$ cat config.mk
export PLATFORM = sky130hd
export DESIGN_NAME = dist_check_arbiter
export DESIGN_NICKNAME = d
export VERILOG_FILES = /design/src/rtl/quidditch_pkg.sv /design/src/rtl/rr_arbiter.sv /design/src/rtl/dist_check_arbiter.sv
export SDC_FILE = /design/constraint.sdc
export NUM_CORES = 1
export LEC_CHECK = 0
export ABC_AREA = 0
export CAP_MARGIN = 30
export CORE_MARGIN = 1
export CORE_UTILIZATION = 30
export CTS_BUF_LIST = sky130_fd_sc_hd__clkbuf_16
export DETAILED_ROUTE_END_ITERATION = 7
export GPL_TIMING_DRIVEN = 1
export SLEW_MARGIN = 40
export SYNTH_ARGS = -nofsm -noshare
export SYNTH_HDL_FRONTEND = slang
export SYNTH_SLANG_ARGS = --single-unit
$ cat constraint.sdc
create_clock -name clk -period 9.3 [get_ports clk]
set_input_delay 0.93 -clock clk [delete_from_list [all_inputs] [get_ports clk]]
set_output_delay 0.93 -clock clk [all_outputs]
set_load 0.01 [all_outputs]
$ cat src/rtl/quidditch_pkg.sv
// quidditch_pkg: shared geometry constants and the arbiter FSM state type.
`default_nettype none

package quidditch_pkg;

  localparam int COORD_W_DEF      = 10;
  localparam int PLAYER_RADIUS    = 25;
  // Two radii plus a 2 px guard band.
  localparam int CONTACT_DIST_DEF = 2 * PLAYER_RADIUS + 2;

  typedef enum logic [1:0] {
    IDLE  = 2'd0,
    RUN   = 2'd1,
    DRAIN = 2'd2
  } arb_state_e;

endpackage

`default_nettype wire

$ cat src/rtl/rr_arbiter.sv
// rr_arbiter: one-hot round-robin pick, searching from the index after ptr_i.
`default_nettype none

module rr_arbiter #(
  parameter int NUM_REQ = 4,
  parameter int IDX_W   = 2
) (
  input  logic [NUM_REQ-1:0] req_i,
  input  logic [IDX_W-1:0]   ptr_i,
  output logic [NUM_REQ-1:0] gnt_o
);

  logic             found;
  logic [IDX_W-1:0] idx;

  always_comb begin
    gnt_o = '0;
    found = 1'b0;
    idx   = '0;
    for (int k = 1; k <= NUM_REQ; k++) begin
      idx = IDX_W'((int'(ptr_i) + k) % NUM_REQ);
      if (!found && req_i[idx]) begin
        gnt_o[idx] = 1'b1;
        found      = 1'b1;
      end
    end
  end

endmodule

`default_nettype wire

$ cat src/rtl/dist_check_arbiter.sv
// dist_check_arbiter: round-robin shared 3-stage squared-distance contact checker.
// Optional per-requester hit counters when DIST_CHECK_ARB_STATS_EN is defined.
`default_nettype none

module dist_check_arbiter
  import quidditch_pkg::*;
#(
  parameter int NUM_REQ      = 4,
  parameter int COORD_W      = COORD_W_DEF,
  parameter int CONTACT_DIST = CONTACT_DIST_DEF
) (
  input  logic                       clk,
  input  logic                       rst_n,
  input  logic                       en,
  input  logic [NUM_REQ-1:0]         req,
  input  logic [NUM_REQ*COORD_W-1:0] req_ax,
  input  logic [NUM_REQ*COORD_W-1:0] req_ay,
  input  logic [NUM_REQ*COORD_W-1:0] req_bx,
  input  logic [NUM_REQ*COORD_W-1:0] req_by,
  output logic [NUM_REQ-1:0]         gnt,
  output logic                       res_valid,
  output logic [2:0]                 res_tag,
  output logic                       res_hit,
  output logic                       res_a_below,
  output logic                       idle
`ifdef DIST_CHECK_ARB_STATS_EN
  ,
  output logic [NUM_REQ*16-1:0]      hit_cnt
`endif
);

  localparam int IDX_W = $clog2(NUM_REQ);
  localparam int SQ_W  = 2 * COORD_W;
  localparam int SUM_W = 2 * COORD_W + 1;
  localparam logic [SUM_W-1:0] CD_SQ = SUM_W'(CONTACT_DIST * CONTACT_DIST);

  arb_state_e       state_q, state_d;
  logic [IDX_W-1:0] ptr_q;
  logic [NUM_REQ-1:0] arb_req;
  logic [IDX_W-1:0] gidx;
  logic             pipe_empty;

  logic [COORD_W-1:0] sel_ax, sel_ay, sel_bx, sel_by;
  logic signed [COORD_W:0] dx_w, dy_w;

  logic                    s1_v_q, s1_below_q;
  logic [2:0]              s1_tag_q;
  logic signed [COORD_W:0] s1_dx_q, s1_dy_q;
  logic [COORD_W:0]        adx_w, ady_w;
  logic [SQ_W-1:0]         sqx_w, sqy_w;

  logic             s2_v_q, s2_below_q;
  logic [2:0]       s2_tag_q;
  logic [SQ_W-1:0]  s2_sqx_q, s2_sqy_q;
  logic [SUM_W-1:0] sum_w;

  logic       res_valid_q, res_hit_q, res_a_below_q;
  logic [2:0] res_tag_q;

  // Grants only while running with enable still sampled high, so no grant
  // ever issues in the cycle en falls.
  assign arb_req = (state_q == RUN && en) ? req : '0;

  rr_arbiter #(
    .NUM_REQ (NUM_REQ),
    .IDX_W   (IDX_W)
  ) u_rr (
    .req_i (arb_req),
    .ptr_i (ptr_q),
    .gnt_o (gnt)
  );

  always_comb begin
    gidx = '0;
    for (int i = 0; i < NUM_REQ; i++) begin
      if (gnt[i]) gidx = IDX_W'(i);
    end
  end

  assign pipe_empty = !(s1_v_q || s2_v_q || res_valid_q);
  assign idle       = (state_q == IDLE) && pipe_empty;

  always_comb begin
    state_d = state_q;
    case (state_q)
      IDLE:    if (en) state_d = RUN;
      RUN:     if (!en) state_d = DRAIN;
      DRAIN: begin
        if (en)              state_d = RUN;
        else if (pipe_empty) state_d = IDLE;
      end
      default: state_d = IDLE;
    endcase
  end

  always_ff @(posedge clk or negedge rst_n) begin
    if (!rst_n) begin
      state_q <= IDLE;
      ptr_q   <= IDX_W'(NUM_REQ - 1);
    end else begin
      state_q <= state_d;
      if (|gnt) ptr_q <= gidx;
    end
  end

  assign sel_ax = req_ax[gidx*COORD_W +: COORD_W];
  assign sel_ay = req_ay[gidx*COORD_W +: COORD_W];
  assign sel_bx = req_bx[gidx*COORD_W +: COORD_W];
  assign sel_by = req_by[gidx*COORD_W +: COORD_W];
  assign dx_w   = $signed({1'b0, sel_ax}) - $signed({1'b0, sel_bx});
  assign dy_w   = $signed({1'b0, sel_ay}) - $signed({1'b0, sel_by});

  // Squaring the magnitude keeps the multiply unsigned and full-width.
  assign adx_w = s1_dx_q[COORD_W] ? $unsigned(-s1_dx_q) : $unsigned(s1_dx_q);
  assign ady_w = s1_dy_q[COORD_W] ? $unsigned(-s1_dy_q) : $unsigned(s1_dy_q);
  assign sqx_w = SQ_W'(adx_w) * SQ_W'(adx_w);
  assign sqy_w = SQ_W'(ady_w) * SQ_W'(ady_w);
  assign sum_w = SUM_W'(s2_sqx_q) + SUM_W'(s2_sqy_q);

  always_ff @(posedge clk or negedge rst_n) begin
    if (!rst_n) begin
      s1_v_q        <= 1'b0;
      s1_below_q    <= 1'b0;
      s1_tag_q      <= '0;
      s1_dx_q       <= '0;
      s1_dy_q       <= '0;
      s2_v_q        <= 1'b0;
      s2_below_q    <= 1'b0;
      s2_tag_q      <= '0;
      s2_sqx_q      <= '0;
      s2_sqy_q      <= '0;
      res_valid_q   <= 1'b0;
      res_tag_q     <= '0;
      res_hit_q     <= 1'b0;
      res_a_below_q <= 1'b0;
    end else begin
      s1_v_q      <= |gnt;
      s2_v_q      <= s1_v_q;
      res_valid_q <= s2_v_q;
      if (|gnt) begin
        s1_tag_q   <= 3'(gidx);
        s1_dx_q    <= dx_w;
        s1_dy_q    <= dy_w;
        s1_below_q <= sel_ay > sel_by;
      end
      if (s1_v_q) begin
        s2_tag_q   <= s1_tag_q;
        s2_sqx_q   <= sqx_w;
        s2_sqy_q   <= sqy_w;
        s2_below_q <= s1_below_q;
      end
      // Result fields hold their last value between strobes.
      if (s2_v_q) begin
        res_tag_q     <= s2_tag_q;
        res_hit_q     <= sum_w < CD_SQ;
        res_a_below_q <= s2_below_q;
      end
    end
  end

  assign res_valid   = res_valid_q;
  assign res_tag     = res_tag_q;
  assign res_hit     = res_hit_q;
  assign res_a_below = res_a_below_q;

`ifdef DIST_CHECK_ARB_STATS_EN
  logic [NUM_REQ-1:0][15:0] hit_cnt_q;

  always_ff @(posedge clk or negedge rst_n) begin
    if (!rst_n) begin
      hit_cnt_q <= '0;
    end else begin
      for (int i = 0; i < NUM_REQ; i++) begin
        if (res_valid_q && res_hit_q && res_tag_q == 3'(i) && hit_cnt_q[i] != 16'hFFFF)
          hit_cnt_q[i] <= hit_cnt_q[i] + 16'd1;
      end
    end
  end

  assign hit_cnt = hit_cnt_q;
`endif

endmodule

`default_nettype wire

After elaboration in Yosys (flattened, before gate mapping)
Index checks and enable logic that the tools add are counted.
{"block": "totals", "out_inout_bits": 11, "input_bits": 167, "mem_bits_rw": 0, "register_bits": 79, "wordCells": 102, "romBits": 0, "memories": 0, "latch_bits": 0}
{"block": "classes", "n_reduce_logical": 18, "n_bitwise": 3, "div_mod_pow": 0, "add_sub_neg": 9, "n_shift": 4, "order_cmp": 10, "multipliers": 3, "n_mux": 34, "eq_ne": 5}
{"cell": "indexed part select 40 x 7 -> 10 bit", "count": 4}
{"cell": "multiplier 11 x 11 -> 20 bit", "count": 2}
{"cell": "2-to-1 mux 11 bit", "count": 2}
{"cell": "negation 11 bit", "count": 2}
{"cell": "subtractor 10 x 10 -> 11 bit", "count": 2}
{"cell": "adder 20 x 20 -> 21 bit", "count": 1}
{"cell": "< comparator 21 x 12 -> 1 bit, second input constant", "count": 1}
{"cell": "2-to-1 mux 4 bit", "count": 5}
{"cell": "< comparator 2 x 3 -> 1 bit, second input constant", "count": 4}
{"cell": "2-to-1 mux 1 bit", "count": 12}
{"cell": "2-to-1 mux 2 bit", "count": 6}
{"cell": "OR 4 bit", "count": 3}
{"cell": "> comparator 10 bit", "count": 1}
{"cell": "logical AND 1 bit", "count": 9}
{"cell": "binary-select mux 1 bit (select 2 bit)", "count": 4}
{"cell": "demux 1 bit (select 2 bit)", "count": 4}
{"cell": ">= comparator 2 x 1 -> 1 bit, second input constant", "count": 4}
{"cell": "case mux 2 bit (3 select lines)", "count": 1}
{"cell": "multiplier 2 x 3 -> 5 bit, second input constant", "count": 1}
{"cell": "adder 2 x 1 -> 2 bit, second input constant", "count": 2}
{"cell": "adder 2 bit, second input constant", "count": 2}
{"cell": "zero test 1 bit", "count": 4}
{"cell": "!= test 2 bit, second input constant", "count": 2}
{"cell": "OR reduction 4 bit", "count": 1}
{"cell": "6 further kinds", "count": 7}

Depth between registers and ports, before layout
{"block": "depth", "word_depth": 21, "mapped_depth": 26, "mapped_depth_nobuf": 25}

Cells and area by module
From an unflattened synthesis, not the netlist that was laid out.
{"block": "hier_totals", "cells_unflattened": 1427, "hier_area_um2": 12274.3}
{"mod": "dist_check_arbiter", "instances": 1, "seq_area_each_um2": 1879.3, "area_each_um2": 11916.4, "cells_each": 1389}
{"mod": "rr_arbiter", "instances": 1, "seq_area_each_um2": 0.0, "area_each_um2": 357.8, "cells_each": 38}

Least setup slack after synthesis
OpenSTA, ideal clock, no wires.
{"block": "synth_timing", "path_kind": "register to register", "from": "register s1_dy_q[3]", "to": "register s2_sqy_q[19]", "required_ns": 9.213, "path_buffers": 1, "synth_period_minus_slack_ns": 6.611, "arrival_time_ns": 6.524, "setup_time_ns": 0.087, "path_stages_with_launch": 22, "setup_slack_ns": 2.689, "cell_sequence": "dfrtp_1 clkbuf_1 or4_1 o41ai_1 xor2_1 inv_1 nand2_1 fa_1 inv_1 fa_1 fa_1 fa_1 inv_1 fa_1 inv_1 ha_1 a21o_1 a2111o_1 and3_1 o31ai_1 or4b_2 o211ai_1"}
{"block": "synth_between", "elab_chain_len": 3}
{"item": "from (decl)", "line": "dist_check_arbiter.sv:48", "rtl": "logic signed [COORD_W:0] s1_dx_q, s1_dy_q;"}
{"item": "from (signal assigned)", "line": "dist_check_arbiter.sv:143", "rtl": "s1_dy_q <= dy_w;"}
{"item": "negation 11 bit", "line": "dist_check_arbiter.sv:115", "rtl": "assign ady_w = s1_dy_q[COORD_W] ? $unsigned(-s1_dy_q) : $unsigned(s1_dy_q);"}
{"item": "2-to-1 mux 11 bit (*)", "line": "dist_check_arbiter.sv:115"}
{"item": "multiplier 11 x 11 -> 20 bit (*)", "line": "dist_check_arbiter.sv:117", "rtl": "assign sqy_w = SQ_W'(ady_w) * SQ_W'(ady_w);"}
{"item": "to (signal assigned)", "line": "dist_check_arbiter.sv:149", "rtl": "s2_sqy_q <= sqy_w;"}
{"item": "to (decl)", "line": "dist_check_arbiter.sv:54", "rtl": "logic [SQ_W-1:0] s2_sqx_q, s2_sqy_q;"}
Mark *: on every way between the ends. The rest lies on a longest branch, timed or not.
A chain may end at the register's enable or synchronous reset.

Final worst setup path
{"block": "layout_timing", "from": "register s1_dy_q[4]", "to": "register s2_sqy_q[19]"}
The elaborated chain is that of the path after synthesis.

==> impl_metrics.env <==
export IMPL_status="completed"
export IMPL_yosys_warnings=0
export IMPL_synth_area_top_cells="fa_1 21%, ha_1 15%, dfrtp_1 15%, inv_1 6.9%, mux2i_1 5.1%"
export IMPL_ant_nets=0
export IMPL_grt_pass1_vias=10500
export IMPL_rsz0062_at_grt="no"
export IMPL_cts_buffer_depth=2
export IMPL_grt_max_degree=55
export IMPL_dieArea_sq_um=42400
export IMPL_path_max_fanout=6
export IMPL_h_tree_depth=3
export IMPL_vias=10300
export IMPL_finalWorstSetupSlack_ps=2130
export IMPL_ys_async_sr_fraction=1.00
export IMPL_clk_pin_slew_ps=70
export IMPL_synthSimpleGateAreaFrac=0.131
export IMPL_yosys_cell_types_count=69
export IMPL_cts_sinks=75
export IMPL_ys_seq_elements=75
export IMPL_critPathRequiredTime_ps=9550
export IMPL_grt_util_all_layers=0.147
export IMPL_end_kind="flop"
export IMPL_synth_area_mux_share=0.0994
export IMPL_cp_data_arrival_time_ps=7410
export IMPL_antenna_found_initial=0
export IMPL_drcViolationCount=0
export IMPL_dpl_hpwl_mm=26.1
export IMPL_yosys_area_share_xor_xnor=0.0519
export IMPL_synth_adder_area_share=0.353
export IMPL_synth_area_per_cell_sq_um=8.76
export IMPL_ys_flop_type="dfrtp_1"
export IMPL_drtIter0Drc=471
export IMPL_synth_most_common_cell="inv_1"
export IMPL_area_delta_synth_final_pct=21.2
export IMPL_overflow=0
export IMPL_path_class="flop to flop"
export IMPL_cts_tree="yes"
export IMPL_synth_edf_count=0
export IMPL_nets=2030
export IMPL_dr_pass1_iters=5
export IMPL_crit_start="s1_dy_q[4]"
export IMPL_min_period_over_period=0.771
export IMPL_ys_seq_area_frac=0.151
export IMPL_worstSetupStartpointType="flop"
export IMPL_netlist_area_sq_um=12500
export IMPL_min_delay_start="s1_tag_q[1]"
export IMPL_finClkSkew_ps=10.5
export IMPL_final_hold_violation_count=0
export IMPL_yosys_area_top_type="fa_1"
export IMPL_cts_setup_buffers=0
export IMPL_yosys_top_cells_count="231 x inv_1, 147 x ha_1, 141 x nand2_1"
export IMPL_fin_crit_ps=7170
export IMPL_row_count=74
export IMPL_antenna_cells=0
export IMPL_dp_slack_ps=2200
export IMPL_synth_top_family_by_area="adder cells"
export IMPL_core_area_sq_um=40900
export IMPL_max_freq_ghz=0.140
export IMPL_synth_top_area_frac=0.205
export IMPL_insertion_delay_ps=340
export IMPL_syn_inst=1425
export IMPL_synth_compound_area_frac=0.129
export IMPL_start_util=0.305
export IMPL_fin_area_sq_um=15100
export IMPL_route_detailed_wl_per_inst_um=14.3
export IMPL_io_pins=178
export IMPL_wl_mm=30.4
export IMPL_slew_violations=0
export IMPL_max_cap_viol_count=0
export IMPL_cts_root_buf="clkbuf_16"
export IMPL_setup_viol=0
export IMPL_cts_hold_buf=0
export IMPL_viasPerCell=4.84
export IMPL_place_port_buffers=176
export IMPL_slew_headroom=0.433
export IMPL_placed_area_sq_um=14800
export IMPL_postLayoutCoreUtil=0.370
export IMPL_drive_above_1_share=0.0578
export IMPL_setup_tns_ps=0
export IMPL_die_h_um=206
export IMPL_worstReg2RegStart="s1_dy_q[4]"
export IMPL_grt_pass1_wl_mm=50.0
export IMPL_hold_class="flop to flop"
export IMPL_postCtsResizedCells=0
export IMPL_tightest_slew_ps=845
export IMPL_die_x_um=206
export IMPL_cts_buffers_inserted=9
export IMPL_place_gp_congestion=0.857
layout make-up:
class / instances / area, sq um
Sequential cell: 75 / 1880
Inverter: 236 / 886
Fill cell: 4316 / 25800
Tap cell: 532 / 666
Clock buffer: 9 / 225
Timing Repair Buffer: 182 / 1800
Clock inverter: 7 / 56.3
Multi-Input combinational cell: 1084 / 9610
cell usage in the layout, fill, tap and decap left out, types with 7 or more instances in the layout:
cell,synthesis,routed
a211oi_1,7,7
a21o_1,22,22
a21oi_1,63,63
and2_1,9,9
and3_1,12,12
buf_4,1,7
clkbuf_16,0,9
clkdlybuf4s50_1,0,175
conb_1,2,12
dfrtp_1,73,72
fa_1,128,128
ha_1,147,147
inv_1,231,231
mux2_2,51,51
mux2i_1,64,64
nand2_1,141,139
nand2b_1,13,13
nand3_1,10,10
nand3b_1,9,9
nor2_1,103,103
nor3_1,17,17
o21ai_0,73,73
o21bai_1,12,12
o31ai_1,11,11
o41ai_1,7,7
or3_1,7,7
xnor2_1,46,45
xor2_1,28,28
cells by family after synthesis:
group / count (synthesis)
AOI/OAI and AO/OA: 251
adders and majority gates: 275
and+or+nand+nor: 355
buffers and inverters: 276
DFF: 75
xor gates and xnor gates: 74
muxes: 117
other: 2
critical path: stages, from the launching register on:
cell and delay (ps):
dfrtp_1 430, or4_1 600, o41ai_1 400, xor2_1 230, inv_1 200, nand2_1 150, fa_1 620, inv_1 70
fa_1 510, fa_1 520, fa_1 550, inv_1 60, fa_1 530, inv_1 40, ha_1 340, a21o_1 190
a2111o_1 330, and3_1 210, o31ai_1 360, or4b_2 620, o211ai_1 100
per-stage QoR:
step	std cells	hold slack [ps]
after floorplan	1435	352
after global placement	2109	462
after detailed placement	2109	464
after CTS	2125	481
after global routing	2125	522
final	2125	472
worst paths after layout:
| check | end | slack (ps) | cells past startpoint |
|---|---|---|---|
| setup / recovery | s2_sqy_q[19] | 2130 | 20 |
| hold / removal | s1_tag_q[1] | 470 | 2 |
| setup reg to reg | s2_sqy_q[19] | 2130 | 20 |
| hold reg to reg | s1_tag_q[1] | 470 | 2 |
| max in group asynchronous | s1_v_q | 7780 | 2 |
| min in group asynchronous | s2_sqx_q[4] | 500 | 1 |
flip-flops by register name, summed over array words and instances (netlist names), 2 cells and up:
name / count
s2_sqx_q: 18
s2_sqy_q: 18
s1_dx_q: 11
s1_dy_q: 11
ptr_q: 2
res_tag: 2
s1_tag_q: 2
s2_tag_q: 2
state_q: 2
routing by layer:
metal	global-route usage	wire length [um]	vias up
met1	0.179	13300	4933
li1	-	-	5070
met5	0	0	-
met2	0.263	15000	252
met4	0.0520	828	0
met3	0.0200	1320	34
Power is left out: the tool's default activity adds up to more than one toggle a clock period on the data nets, which glitch-free logic cannot reach.
